<file path="src/rtl/tdm_demux_pkg.sv">
// Shared types and defaults for the two-channel TDM demultiplexer.
//   state_e   : lock state machine encoding (HUNT, EXPECT_B, EXPECT_A)
//   DEF_WIDTH : default sample width
//   DEF_ERR_W : default sync-error counter width
package tdm_demux_pkg;

  localparam int DEF_WIDTH = 8;
  localparam int DEF_ERR_W = 8;

  typedef enum logic [1:0] {
    HUNT     = 2'd0,
    EXPECT_B = 2'd1,
    EXPECT_A = 2'd2
  } state_e;

endpackage

</file>
<file path="src/rtl/tdm_demux2_sat_counter.sv">
// Saturating up-counter used as the sync-error counter of tdm_demux2.
// Only compiled when TDM_DEMUX_ERRCNT_EN is defined, matching the single
// place it is instantiated.
//   clk   : rising-edge clock
//   rst_n : asynchronous active-low reset, clears count
//   inc   : add one this cycle (ignored once saturated)
//   count : current count, sticks at all-ones
`ifdef TDM_DEMUX_ERRCNT_EN
module sat_counter #(
  parameter int W = 8
) (
  input  logic         clk,
  input  logic         rst_n,
  input  logic         inc,
  output logic [W-1:0] count
);

  logic [W-1:0] count_q;
  logic [W-1:0] count_d;

  always_comb begin
    count_d = count_q;
    if (inc && (count_q != {W{1'b1}})) begin
      count_d = count_q + {{(W-1){1'b0}}, 1'b1};
    end
  end

  always_ff @(posedge clk or negedge rst_n) begin
    if (!rst_n) begin
      count_q <= '0;
    end else begin
      count_q <= count_d;
    end
  end

  assign count = count_q;

endmodule
`endif

</file>
<file path="src/rtl/tdm_demux2.sv">
// Two-channel TDM demultiplexer with frame-sync lock state machine.
// Splits an interleaved A,B,A,B stream into held per-channel outputs with
// one-cycle update strobes; in_sync marks channel A samples.
// Optional feature macro: TDM_DEMUX_ERRCNT_EN adds the saturating err_cnt
// output (ERR_W bits) counting sync_err pulses.
//   clk, rst_n          : clock, asynchronous active-low reset
//   in_data/valid/sync  : incoming sample stream (no backpressure)
//   out_a, out_a_valid  : last channel A sample and its update pulse
//   out_b, out_b_valid  : last channel B sample and its update pulse
//   pair_valid          : out_a/out_b now hold one frame's A/B pair
//   locked              : aligned to the frame (not hunting)
//   sync_err            : framing violation pulse
//   err_cnt             : saturating sync_err count (macro only)
//
// state    | meaning
// HUNT     | not aligned; waiting for a sample with in_sync
// EXPECT_B | A captured; next valid sample should be B
// EXPECT_A | pair complete; next valid sample should be A
module tdm_demux2
  import tdm_demux_pkg::*;
#(
  parameter int WIDTH = DEF_WIDTH
`ifdef TDM_DEMUX_ERRCNT_EN
  , parameter int ERR_W = DEF_ERR_W
`endif
) (
  input  logic             clk,
  input  logic             rst_n,
  input  logic [WIDTH-1:0] in_data,
  input  logic             in_valid,
  input  logic             in_sync,
  output logic [WIDTH-1:0] out_a,
  output logic             out_a_valid,
  output logic [WIDTH-1:0] out_b,
  output logic             out_b_valid,
  output logic             pair_valid,
  output logic             locked,
  output logic             sync_err
`ifdef TDM_DEMUX_ERRCNT_EN
  , output logic [ERR_W-1:0] err_cnt
`endif
);

  state_e           state_q, state_d;
  logic             cap_a_d, cap_b_d, err_d;
  logic [WIDTH-1:0] out_a_q, out_b_q;
  logic             a_valid_q, b_valid_q, pair_q, err_q;

  always_comb begin
    state_d = state_q;
    cap_a_d = 1'b0;
    cap_b_d = 1'b0;
    err_d   = 1'b0;
    if (in_valid) begin
      case (state_q)
        HUNT: begin
          // Unsynced samples are silently dropped while hunting.
          if (in_sync) begin
            cap_a_d = 1'b1;
            state_d = EXPECT_B;
          end
        end
        EXPECT_B: begin
          // A second sync restarts the frame on this sample; lock is kept.
          cap_a_d = in_sync;
          cap_b_d = !in_sync;
          err_d   = in_sync;
          state_d = in_sync ? EXPECT_B : EXPECT_A;
        end
        EXPECT_A: begin
          if (in_sync) begin
            cap_a_d = 1'b1;
            state_d = EXPECT_B;
          end else begin
            err_d   = 1'b1;
            state_d = HUNT;
          end
        end
        default: state_d = HUNT;
      endcase
    end
  end

  always_ff @(posedge clk or negedge rst_n) begin
    if (!rst_n) begin
      state_q   <= HUNT;
      out_a_q   <= '0;
      out_b_q   <= '0;
      a_valid_q <= 1'b0;
      b_valid_q <= 1'b0;
      pair_q    <= 1'b0;
      err_q     <= 1'b0;
    end else begin
      state_q   <= state_d;
      if (cap_a_d) out_a_q <= in_data;
      if (cap_b_d) out_b_q <= in_data;
      a_valid_q <= cap_a_d;
      b_valid_q <= cap_b_d;
      // B is only ever captured after an A of the same frame.
      pair_q    <= cap_b_d;
      err_q     <= err_d;
    end
  end

  assign out_a       = out_a_q;
  assign out_b       = out_b_q;
  assign out_a_valid = a_valid_q;
  assign out_b_valid = b_valid_q;
  assign pair_valid  = pair_q;
  assign sync_err    = err_q;
  assign locked      = (state_q != HUNT);

`ifdef TDM_DEMUX_ERRCNT_EN
  sat_counter #(
    .W (ERR_W)
  ) u_err_cnt (
    .clk   (clk),
    .rst_n (rst_n),
    .inc   (err_d),
    .count (err_cnt)
  );
`endif

endmodule
</file>
<file path="config.mk">
export PLATFORM = sky130hd
export DESIGN_NAME = tdm_demux2
export DESIGN_NICKNAME = d
export VERILOG_FILES = /design/src/rtl/tdm_demux_pkg.sv /design/src/rtl/tdm_demux2_sat_counter.sv /design/src/rtl/tdm_demux2.sv
export SDC_FILE = /design/constraint.sdc
export NUM_CORES = 1
export LEC_CHECK = 0
export BUFFER_PORTS_ARGS = -buffer_cell sky130_fd_sc_hd__buf_2
export CORE_MARGIN = 5
export CORE_UTILIZATION = 45
export DETAILED_ROUTE_END_ITERATION = 12
export PLACE_DENSITY = 0.76
export SLEW_MARGIN = 25
export SYNTH_ARGS = -nofsm -noshare
export SYNTH_HDL_FRONTEND = slang
export SYNTH_SLANG_ARGS = --single-unit
</file>
<file path="constraint.sdc">
create_clock -name clk -period 1.68 [get_ports clk]
set_input_delay 0.084 -clock clk [delete_from_list [all_inputs] [get_ports clk]]
set_output_delay 0.084 -clock clk [all_outputs]
set_load 0.01 [all_outputs]
</file>
Word level (Yosys, flattened, before mapping)
Index checks and enable logic that the tools add are counted.
Widths: inputs -> output; s select.
{ "totals": {"regBits": 21, "elab_cells": 26} }
{ "classes": {"n_eq_ne": 3, "mux": 12, "reduce_logical": 5} }
{ "ops": {"columns": ["operator", "n"], "rows": [
  ["$mux 1", 7],
  ["$pmux 2 s3", 1],
  ["$mux 2", 2],
  ["$pmux 1 s2", 2],
  ["$eq 2x1->1 const B", 1],
  ["$eq 2x2->1 const B", 1],
  ["$logic_not 2->1", 1],
  ["$ne 2x2->1 const B", 1],
  ["$reduce_and 2->1", 1],
  ["$reduce_bool 2->1", 1],
  ["$reduce_or 2->1", 1],
  ["$logic_not 1->1", 1]
]} }

Logic depth before layout (Yosys ltp)
Gate-level depths: netlist of run 1.
{ "logic_depth": {"ltp_word": 4, "depth_mapped": 3, "mapped_depth_nobuf": 3} }

Worst setup path after synthesis of run 1
No wires, ideal clock.
{ "synth_path": {"path_kind": "reg-to-reg", "start": "reg state_q[1]", "end": "reg out_b_q[0], in the netlist out_b[0]", "setup_time_ns": 0.125, "t_arrival_ns": 1.317, "required_ns": 1.555, "setup_slack_ns": 0.238, "stages_incl_launch_ff": 3, "period_less_slack_ns": 1.442, "path_cell_list": "dfrtp_1 nor4_4 mux2_2"} }
{ "synth_between": {"elab_chain_cells": 3} }
{ "synth_lines": {"columns": ["item", "line", "text"], "rows": [
  ["from (decl)", "tdm_demux2.sv:44", "state_e state_q, state_d;"],
  ["from (signal assigned)", "tdm_demux2.sv:94", "state_q <= state_d;"],
  ["$eq 2x1->1", "tdm_demux2.sv:55", "case (state_q)"],
  ["$mux 1", "tdm_demux2.sv:55", null],
  ["$mux 1", "tdm_demux2.sv:54", "if (in_valid) begin"],
  ["via cap_b_d", "tdm_demux2.sv:45", "logic cap_a_d, cap_b_d, err_d;"],
  ["to (signal assigned)", "tdm_demux2.sv:96", "if (cap_b_d) out_b_q <= in_data;"],
  ["to (decl)", "tdm_demux2.sv:46", "logic [WIDTH-1:0] out_a_q, out_b_q;"]
]} }
The timed path passes the listed nets, and every way through them passes these cells.
A chain may end at the register's enable or synchronous reset.

Worst setup path after layout of run 1
{ "layout_path": {"start": "reg state_q[1]", "end": "reg out_b_q[5], in the netlist out_b[5]"} }
Same word-level chain as after synthesis.

==> results of run 1 <==
## layout by cell type, fill, tap and decap left out
master,count
buf_4,1
inv_2,1
buf_2,32
nor2_1,1
clkbuf_1,1
o21ai_0,1
a21oi_1,1
mux2_2,16
or2_2,1
dfrtp_1,21
inv_1,2
nand3b_1,1
a21o_2,1
clkbuf_4,3
nor4_4,1
dlygate4sd3_1,3
nand3_1,1
nand2_1,2
## cells in the mapped netlist
cell type and number:
nand3_1 1, dfrtp_1 21, nor4_4 1, nand3b_1 1, a21o_2 1, mux2_2 16, or2_2 1, inv_2 1
buf_4 1, a21oi_1 1, nor2_1 1, inv_1 2, o21ai_0 1, nand2_1 2
## sequential cells by signal (all words and copies together), names as in the netlist
name / count
pair_valid: 1
out_b: 8
out_a_valid: 1
out_a: 8
sync_err: 1
state_q: 2
## worst reg2reg max path, stage by stage (launching register included)
cell and delay [ns]:
dfrtp_1 0.46, nor4_4 0.28, buf_4 0.22, mux2_2 0.35
## final timing paths
kind	startpoint	endpoint	cells after the start	slack (ns)
setup / recovery	state_q[1]	out_b[5]	3	0.26
hold / removal	in_data[3]	out_a[3]	2	0.02
setup reg to reg	state_q[1]	out_b[5]	3	0.26
hold reg to reg	out_a[4]	out_a[4]	1	0.51
max in group asynchronous	rst_n	out_b[1]	2	1.11
min in group asynchronous	rst_n	out_a[6]	2	0.26
## stage by stage
stage	hold slack, ns	utilization (%)
final	0.02354	61.03
after detailed placement	0.05970	57.73
after global routing	0.001505	61.03
after CTS	0.008786	60.44
after global placement	0.05613	57.73
after floorplan	-0.2116	-
## kinds of logic (layout without fill, tap and decap cells)
group,Yosys count,count (layout)
compound gates,3,3
buf+inv,4,43
flops,21,21
mux,16,16
simple gates,7,7
## area by class of cell
class	count	share of cell area (%)
clock buffers	4	2.521
inverters	3	1.080
multi-input cells	26	24.01
flip-flops and latches	21	50.42
well taps	25	3.001
repair buffers	36	18.97
## per-layer routing
layer / wire [µm] / track usage, % / vias to the layer above
met4: 29 / 9.170 / 0
met1: 642 / 14.79 / 263
met2: 697 / 18.41 / 25
met5: 0 / 0 / -
li1: - / - / 257
met3: 119 / 4.298 / 4
## where the power goes
part / leakage, nW / total (mW) / switching [mW] / internal (mW)
combinational: 0.254 / 0.305 / 0.143 / 0.162
clock: 0.0150 / 0.235 / 0.143 / 0.0925
sequential: 0.255 / 0.653 / 0.0491 / 0.604
## repair_timing
action / CTS / global route
setup endpoints to repair: 0 / 0
hold buffers: 2 / 1
hold endpoints to repair: 22 / 1
==> summary.txt, run 1 <==
Global route
  – Antenna violations before repair: 0
  – Maximum number of pins on one net before global-route repair: 22
  – Overall overflow remaining after global route: 0
  – Total routing usage reported by global routing: about 12%
  – Via count of the first global-routing pass: roughly 520
  – First-pass GRT wire length: 2.339 mm

Detailed routing
  – Routed Wire Length: 1.488 mm
  – Drc violations: 0
  – Drt via density: 4.774
  – Wirelength per Cell: 12.94 µm
  – Antenna Violating Nets Remaining: 0
  – Drt initial violations: 5
  – Pre-antenna DRT Iters: 4
  – Routed vias: between 500 and 600

Floorplan
  – Area of the placeable core: 1708 µm²
  – Count of standard-cell rows: 15
  – X dimension of the die: 52.02 µm
  – Y dimension of the die: 52.02 µm
  – Effective utilization at floorplan: 46.52%
  – Floorplan die area: 2706 µm²
  – Number of ports placed on the die boundary: 33

Synth
  – Proportion of synthesized area in mux cells: a little under a quarter
  – Post-Syn Nets: 63
  – Post-synthesis xor/xnor area fraction: 0%
  – Top cells by area, synth: dfrtp_1 (66%), mux2_2 (23%), nor4_4 (2.7%)
  – Mean post-synth cell area: ~16 µm²
  – Combinational family with the most area after synthesis: multiplexers
  – Synthesis warning total: 0
  – Post-synth cell types: 14
  – Adder-cell area share of the yosys netlist: 0%
  – Compound-cell area share of the yosys netlist: under 10%
  – Dominant cell type by area after synthesis: dfrtp_1
  – Synthesized instance count: 51
  – #FFs+latches synth: 21
  – Simple logic cell fraction of the synthesized area: 6.457%
  – Sequential area share after synthesis: 66.14%
  – Post-synthesis cell area: 794.5 µm²
  – Yosys top cell area share: approximately two thirds

Timing
  – Sum of negative setup slack: 0 ns
  – Total count of max-transition violations in the final report: 0
  – Setup violation total in the final timing report: 0
  – Number of hold-slack violations in the final timing report: 0
  – Fin Clk Skew: 0.002780 ns
  – Max Freq: 705.9 MHz
  – Final critical path time including I/O delays and setup: 1.417 ns
  – RSZ-0062 raised after global routing: false
  – Tcrit/Tclk final: 84.32%
  – Transition at the pin with the smallest max-transition slack: approximately 0.46 ns
  – Post-route setup slack: 0.2634 ns
  – Max_slew headroom: 69.19%

Cells and area
  – Multi-input combinational cell area: approximately 250 µm²
  – Layout Area Growth over Synthesis: 31.18%
  – Post-route standard cell area excluding fillers: 1042 µm²
  – Sequential cell area: 525.5 µm²
  – Count of placed standard cells in the final layout, fillers left out: roughly 120
  – Share of cells above drive strength 1: approximately 62%
  – Layout net count: 103
  – Final-layout fill cell count: 140
  – Number of antenna diodes: 0

CTS
  – Clock latency on the worst-skew pair: ~0.30 ns
  – Clk root buf: clkbuf_4
  – CTS H-Tree Depth: 1
  – Clock slew seen by the registers of the worst setup and hold paths: 0.11 ns
  – Number of instances resized during post-cts repair: 0
  – Clock tree from TritonCTS: done
  – Cts bufs inserted: 3
  – Buffers from clock root to sink, at most: 2
  – Post-CTS Setup Repair Bufs: 0
  – Clock tree sinks: 21

Critical path
  – Library cell contributing the largest single delay on the critical path: dfrtp_1
  – Required time worst endpoint: ~1.9 ns
  – Largest driver fanout on the critical path: 10
  – WP data arrival: 1.61 ns
  – Capturing element type of the critical path: flip-flop
  – Critical-path cell list: nor4_4 > buf_4 > mux2_2
  – Type of origin of the critical path: flip-flop
  – Critical path start-end classification: reg2reg
  – Largest delay share family, worst path: flip-flops
  – Delay of the slowest critical-path stage: 0.46 ns
  – Buffer and inverter count on the worst path: 1

Power and ir drop
  – Pwr per Cell Area: 1145 nW/µm²
  – PnR Total Power: 1.194 mW
  – Maximum ir drop on the vdd rail: between 0.6 and 0.7 mV
  – Cell leakage power: ~0.52 nW

Min path
  – Worst min path class: in2reg

Job
  – Max-cap violations: 0

Placed design
  – Placement-stage worst setup slack: 0.2709 ns
  – Number of cells after detailed placement: 108
  – Estimated wirelength of the detail-placed design: 1.105 mm
  – Placed standard-cell area: 985.9 µm²
  – IO buf count: 32
  – GP Congestion: approximately 0.63

Status
  – Run status: completed
Power figures use the tool's default switching activity.
==> run 2, diff against run 1 <==
--- a/config.mk
+++ b/config.mk
@@ -5,11 +5,12 @@
 export SDC_FILE = /design/constraint.sdc
 export NUM_CORES = 1
 export LEC_CHECK = 0
+export ABC_AREA = 1
 export BUFFER_PORTS_ARGS = -buffer_cell sky130_fd_sc_hd__buf_2
 export CORE_MARGIN = 5
-export CORE_UTILIZATION = 45
+export CORE_UTILIZATION = 41
 export DETAILED_ROUTE_END_ITERATION = 12
-export PLACE_DENSITY = 0.76
+export PLACE_DENSITY = 0.72
 export SLEW_MARGIN = 25
 export SYNTH_ARGS = -nofsm -noshare
 export SYNTH_HDL_FRONTEND = slang
==> constraint.sdc (replaced) <==
create_clock -name clk -period 1.15 [get_ports clk]
set_input_delay 0.0575 -clock clk [delete_from_list [all_inputs] [get_ports clk]]
set_output_delay 0.0575 -clock clk [all_outputs]
set_load 0.01 [all_outputs]
==> summary.txt, run 2 <==
Cells and area
  – Util after Layout: 56.57%
  – Multi-input combinational cell area: 281.5 µm²
  – Top library cells by usage in the layout, fill and taps aside: nand2_1 (36), buf_2 (32), dfrtp_1 (20)
  – Final-layout fill cell count: 193
  – Number of antenna diodes: 0
  – Post-route standard cell area excluding fillers: 1110 µm²
  – Layout net count: 141
  – Sequential cell area: about 530 µm²
  – Layout Area Growth over Synthesis: 32.59%
  – Commonest non-fill, non-tap cell in the layout: nand2_1
  – Share of cells above drive strength 1: 36.72%

Timing
  – Final critical path time including I/O delays and setup: 1.073 ns
  – Transition at the pin with the smallest max-transition slack: 0.4438 ns
  – Setup violation total in the final timing report: 0
  – RSZ-0062 raised after global routing: false
  – Number of hold-slack violations in the final timing report: 0
  – Post-route setup slack: 0.07738 ns
  – Sum of negative setup slack: 0 ns
  – Max_slew headroom: 70.42%
  – Tcrit/Tclk final: between 90 and 100%
  – Fin Clk Skew: 0.007155 ns
  – Max Freq: just over 900 MHz
  – Total count of max-transition violations in the final report: 0

Detailed routing
  – Pre-antenna DRT Iters: 4
  – Drt via density: 4.574
  – Drc violations: 0
  – Wirelength per Cell: 11.52 µm
  – Routed Wire Length: between 1.5 and 2 mm
  – Drt initial violations: 14
  – Routed vias: 709
  – Antenna Violating Nets Remaining: 0

Critical path
  – Critical-path cell list: inv_1 > nand2_1 > buf_2
  – Worst setup path start: state_q[1]
  – Required time worst endpoint: between 1 and 1.5 ns
  – Delay of the slowest critical-path stage: 0.46 ns
  – Type of origin of the critical path: flip-flop
  – Largest driver fanout on the critical path: 4
  – WP data arrival: 1.02 ns
  – Register-to-register path setup slack: 0.15 ns
  – Endpoint of the lowest-slack register-to-register path: out_b[0]
  – Library cell contributing the largest single delay on the critical path: dfrtp_2
  – Critical path start-end classification: reg2out
  – Launch point of the worst reg-to-reg path: state_q[0]
  – End point of the critical path: locked
  – Capturing element type of the critical path: output port
  – Reg2reg path depth: 5

Floorplan
  – Y dimension of the die: between 50 and 60 µm
  – Area of the placeable core: 1962 µm²
  – Number of ports placed on the die boundary: 33
  – Count of standard-cell rows: 16
  – X dimension of the die: 55.19 µm
  – Effective utilization at floorplan: around 43%
  – Floorplan die area: 3045 µm²

CTS
  – Clock latency on the worst-skew pair: 0.30 ns
  – Clock tree from TritonCTS: done
  – Buffers from clock root to sink, at most: 2
  – Clock slew seen by the registers of the worst setup and hold paths: 0.11 ns
  – CTS H-Tree Depth: 1
  – Clock tree sinks: 21
  – Cts bufs inserted: 3
  – Clk root buf: clkbuf_4

Placed design
  – IO buf count: 32
  – Placed standard-cell area: 1023 µm²
  – GP Congestion: 0.7492
  – Placement-stage worst setup slack: approximately 0.087 ns

Global route
  – Antenna violations before repair: 0
  – Maximum number of pins on one net before global-route repair: 22
  – Overall overflow remaining after global route: 0
  – Total routing usage reported by global routing: 13.49%
  – Via count of the first global-routing pass: 685
  – First-pass GRT wire length: between 2 and 3 mm

Min path
  – Worst min path class: in2reg
  – Start point of the worst min-delay path: in_data[2]

Synth
  – Post-synthesis cell area: 837.1 µm²
  – Synthesis warning total: 0
  – Dominant cell type by area after synthesis: dfrtp_1
  – Simple logic cell fraction of the synthesized area: 32.44%
  – Count of flip-flops with a built-in enable after synthesis: 0
  – #FFs+latches synth: 21
  – Top cells by instance count after synthesis: nand2_1 (36), dfrtp_1 (21), nand3_1 (17)
  – Sequential area share after synthesis: 62.78%
  – Top cells by area, synth: dfrtp_1 (63%), nand2_1 (16%), nand3_1 (10%)
  – Post-synthesis xor/xnor area fraction: 0%
  – Synth Flop Type: dfrtp_1
  – Adder-cell area share of the yosys netlist: 0%
  – Mean post-synth cell area: 9.512 µm²
  – Compound-cell area share of the yosys netlist: 1.196%
  – Yosys top cell area share: 62.78%
  – Share of async-settable or async-resettable flops after synthesis: 100.0%
  – Most frequent cell after synthesis: nand2_1
  – Combinational family with the most area after synthesis: simple AND/OR/NAND/NOR gates
  – Proportion of synthesized area in mux cells: 0%
  – Synthesized instance count: 88
  – Post-synth cell types: 11
  – Post-Syn Nets: 100

Power and ir drop
  – Cell leakage power: about 0.65 nW
  – Maximum ir drop on the vdd rail: 0.8423 mV
  – Pwr per Cell Area: 1549 nW/µm²

Status
  – Run status: completed

Job
  – Max-cap violations: 0
run 2: changes by cell type after synthesis, sizes merged, moves of 3 or more:
cell,before,now
nand2,2,39
mux2,16,0
nand3,1,17
inv,3,6
run 2: repair_timing:
item | in CTS | in global routing
gates resized for setup | 0 | 1
setup endpoints to repair | 0 | 6
hold buffers | 3 | 0
hold endpoints to repair | 24 | 0
setup buffers | 0 | 2
run 2: cell type report:
type / count / area share, %
Tap cell: 27 / 3.044
Sequential cell: 21 / 47.46
Timing Repair Buffer: 37 / 19.62
Clock inverter: 1 / 0.4510
Clock buffer: 3 / 2.029
Inverter: 6 / 2.029
Multi-Input combinational cell: 60 / 25.37
run 2: critical path, delay by kind of cell (launching register included):
| family | cells | cell delay [ns] |
|---|---|---|
| flops | 1 | 0.46 |
| simple gates | 1 | 0.05 |
| buf+inv | 2 | 0.20 |
run 2: how the worst min path moves through the flow:
stage | end | slack (ns) | cells past startpoint
2_1_floorplan | out_a[0] | -0.24 | 0
3_3_place_gp | pair_valid | 0.03 | 1
3_5_place_dp | out_b[4] | 0.03 | 1
4_1_cts | out_b[3] | 0.003 | 3
5_1_grt | out_b[1] | 0.007 | 3
6_report | out_b[2] | 0.008 | 3
run 2: power by group:
group,switching [mW],internal (mW)
clock network,0.211,0.129
logic,0.253,0.190
registers,0.0690,0.866
total,0.533,1.19
run 2: per-stage QoR:
step | std cells | hold WS (ns) | power, mW
2_1_floorplan | 88 | -0.2381 | 1.162
6_report | 155 | 0.008352 | 1.719
4_1_cts | 153 | 0.002824 | 1.717
5_1_grt | 155 | 0.006924 | 1.837
3_5_place_dp | 146 | 0.02841 | 1.370
3_3_place_gp | 146 | 0.02543 | 1.356
run 2: logic make-up after synthesis:
kind of cell           Yosys count
AND/OR/NAND/NOR                 58
flip-flops                      21
buffers and inverters            7
AO/OA/AOI/OAI                    2
run 2: routing by layer:
| layer | vias to the layer above | track usage [%] | wire [µm] |
|---|---|---|---|
| met4 | 0 | 9.312 | 46 |
| met1 | 319 | 16.33 | 773 |
| met2 | 26 | 22.05 | 856 |
| met5 | - | 0 | 0 |
| li1 | 358 | - | - |
| met3 | 6 | 1.877 | 110 |
==> run 3, diff against run 2 <==
--- a/config.mk
+++ b/config.mk
@@ -5,12 +5,13 @@
 export SDC_FILE = /design/constraint.sdc
 export NUM_CORES = 1
 export LEC_CHECK = 0
-export ABC_AREA = 1
 export BUFFER_PORTS_ARGS = -buffer_cell sky130_fd_sc_hd__buf_2
+export CELL_PAD_IN_SITES_DETAIL_PLACEMENT = 2
+export CELL_PAD_IN_SITES_GLOBAL_PLACEMENT = 2
 export CORE_MARGIN = 5
-export CORE_UTILIZATION = 41
+export CORE_UTILIZATION = 26
 export DETAILED_ROUTE_END_ITERATION = 12
-export PLACE_DENSITY = 0.72
+export PLACE_DENSITY_LB_ADDON = 0.1
 export SLEW_MARGIN = 25
 export SYNTH_ARGS = -nofsm -noshare
 export SYNTH_HDL_FRONTEND = slang
==> summary.txt, run 3 (same netlist as run 1, synthesis figures left out) <==
Cells and area
  – Share of cells above drive strength 1: about two thirds
  – Final-layout fill cell count: 301
  – Layout net count: 117
  – Number of antenna diodes: 0
  – Post-route standard cell area excluding fillers: approximately 1300 µm²
  – Top library cells by usage in the layout, fill and taps aside: buf_2 (31), dfrtp_1 (20), dlygate4sd3_1 (9)
  – Commonest non-fill, non-tap cell in the layout: buf_2
  – Layout Area Growth over Synthesis: 57.95%

Detailed routing
  – Drt via density: around 4.4
  – Pre-antenna DRT Iters: 2
  – Highest metal layer with signal wires: met3
  – Met2 routed wirelength: 1.220 mm
  – Antenna Violating Nets Remaining: 0
  – Routed length on met1: 856 µm
  – Routed Wire Length: 2.184 mm
  – Routed vias: 608
  – Drc violations: 0
  – Wirelength per Cell: 15.94 µm
  – Routed met3 length: 108 µm
  – Drt initial violations: 15

Placed design
  – IO buf count: 32
  – Placement-stage worst setup slack: -0.2073 ns
  – Placed standard-cell area: 1031 µm²
  – Estimated wirelength of the detail-placed design: 1.543 mm
  – GP Congestion: roughly 0.70

Floorplan
  – Number of ports placed on the die boundary: 33
  – Area of the placeable core: 3003 µm²
  – Y dimension of the die: 65.28 µm
  – Count of standard-cell rows: 20
  – X dimension of the die: 65.28 µm
  – Floorplan die area: approximately 4300 µm²
  – Effective utilization at floorplan: 26.46%

Critical path
  – Largest driver fanout on the critical path: 4
  – Type of origin of the critical path: flip-flop
  – Critical path start-end classification: reg2reg
  – Endpoint of the lowest-slack register-to-register path: out_b[7]
  – Reg2reg path depth: 3
  – Register-to-register path setup slack: -0.19 ns
  – Worst setup path start: state_q[1]
  – Capturing element type of the critical path: flip-flop
  – Launch point of the worst reg-to-reg path: state_q[1]
  – WP data arrival: 1.53 ns
  – Required time worst endpoint: ~1.3 ns
  – End point of the critical path: out_b[7]

CTS
  – CTS H-Tree Depth: 1
  – Clk root buf: clkbuf_4
  – Clock slew seen by the registers of the worst setup and hold paths: 0.11 ns
  – Buffers from clock root to sink, at most: 2
  – Clock latency on the worst-skew pair: 0.30 ns
  – Clock tree from TritonCTS: done
  – Cts bufs inserted: 3
  – Clock tree sinks: 21

Global route
  – Via count of the first global-routing pass: 700
  – Antenna violations before repair: 0
  – Overall overflow remaining after global route: 0
  – Maximum number of pins on one net before global-route repair: 22
  – First-pass GRT wire length: 3.677 mm
  – Total routing usage reported by global routing: 11.29%

Timing
  – Fin Clk Skew: 0.007613 ns
  – Total count of max-transition violations in the final report: 0
  – Max Freq: about 750 MHz
  – Sum of negative setup slack: -1.520 ns
  – Tcrit/Tclk final: 116.4%
  – Transition at the pin with the smallest max-transition slack: 0.4754 ns
  – Max_slew headroom: between 60% and 70%
  – Final critical path time including I/O delays and setup: 1.339 ns
  – Setup violation total in the final timing report: 14
  – Number of hold-slack violations in the final timing report: 0
  – RSZ-0062 raised after global routing: true
  – Post-route setup slack: -0.1885 ns

Power and ir drop
  – Cell leakage power: 0.6318 nW
  – Pwr per Cell Area: 1522 nW/µm²
  – Maximum ir drop on the vdd rail: between 0.5 and 0.6 mV

Status
  – Run status: complete, but fails checks
  – Failing checks: setup timing

Min path
  – Worst hold path stage count: 2
  – Worst min path class: in2reg

Job
  – Max-cap violations: 0
-- run 3: cell types whose count changed in the layout (fill, tap and decap cells not counted), sizes merged, moves of 3 or more --
cell / previous run / this run
mux2: 0 / 16
nand3: 17 / 2
nand2: 39 / 2
inv: 6 / 3
buf: 34 / 40
dlygate4sd3: 3 / 9
-- run 3: critical path, cell delays in order (launching register included) --
cell and delay (ns):
dfrtp_2 0.46, nor4_4 0.27, buf_4 0.21, mux2_4 0.30
-- run 3: routing by layer --
metal | vias up | track usage (%)
met5 | - | 0
met4 | 0 | 2.332
met3 | 0 | 2.393
met2 | 14 | 20.86
met1 | 312 | 13.33
li1 | 282 | -
-- run 3: repair_timing --
| action | CTS | global route |
|---|---|---|
| setup buffers | 3 | 0 |
| gates cloned | 1 | 0 |
| hold buffers | 7 | 2 |
| gates resized for setup | 12 | 6 |
| pin swaps | 2 | 0 |
| endpoints found under the setup margin | 18 | 18 |
| hold endpoints to repair | 31 | 3 |
-- run 3: through the flow --
step | power (mW) | hold slack [ns] | utilization (%) | cells
after floorplan | 1.203 | -0.2381 | - | 51
after global placement | 1.444 | 0.04853 | 34.33 | 120
after detailed placement | 1.461 | 0.04889 | 34.33 | 120
after CTS | 1.909 | 0.0005161 | 40.46 | 135
after global routing | 2.049 | 0.07206 | 41.79 | 137
final | 1.911 | 0.06335 | 41.79 | 137
-- run 3: power breakdown --
part	switching [mW]	total, mW	internal [mW]
Sequential	0.0769	0.960	0.883
Combinational	0.261	0.600	0.339
Clock	0.221	0.350	0.129
Total	0.559	1.91	1.35
-- run 3: worst min-delay path by stage --
stage                from         end  slack [ns]
3_3_place_gp        rst_n    sync_err        0.05
2_1_floorplan       rst_n    out_a[0]       -0.24
6_report         in_valid  state_q[0]        0.06
3_5_place_dp        rst_n    sync_err        0.05
4_1_cts        in_data[5]    out_a[5]      0.0005
5_1_grt           in_sync  pair_valid        0.07
-- run 3: cell type report --
class                      instances  area [µm²]  area share [%]
tap                               33       41.29           3.290
clock inverter                     1       5.005          0.3988
multi-input combinational         27       320.3           25.52
timing repair buffer              49       327.8           26.12
clock buffer                       3       22.52           1.795
inverter                           3       11.26          0.8973
sequential                        21       526.8           41.97
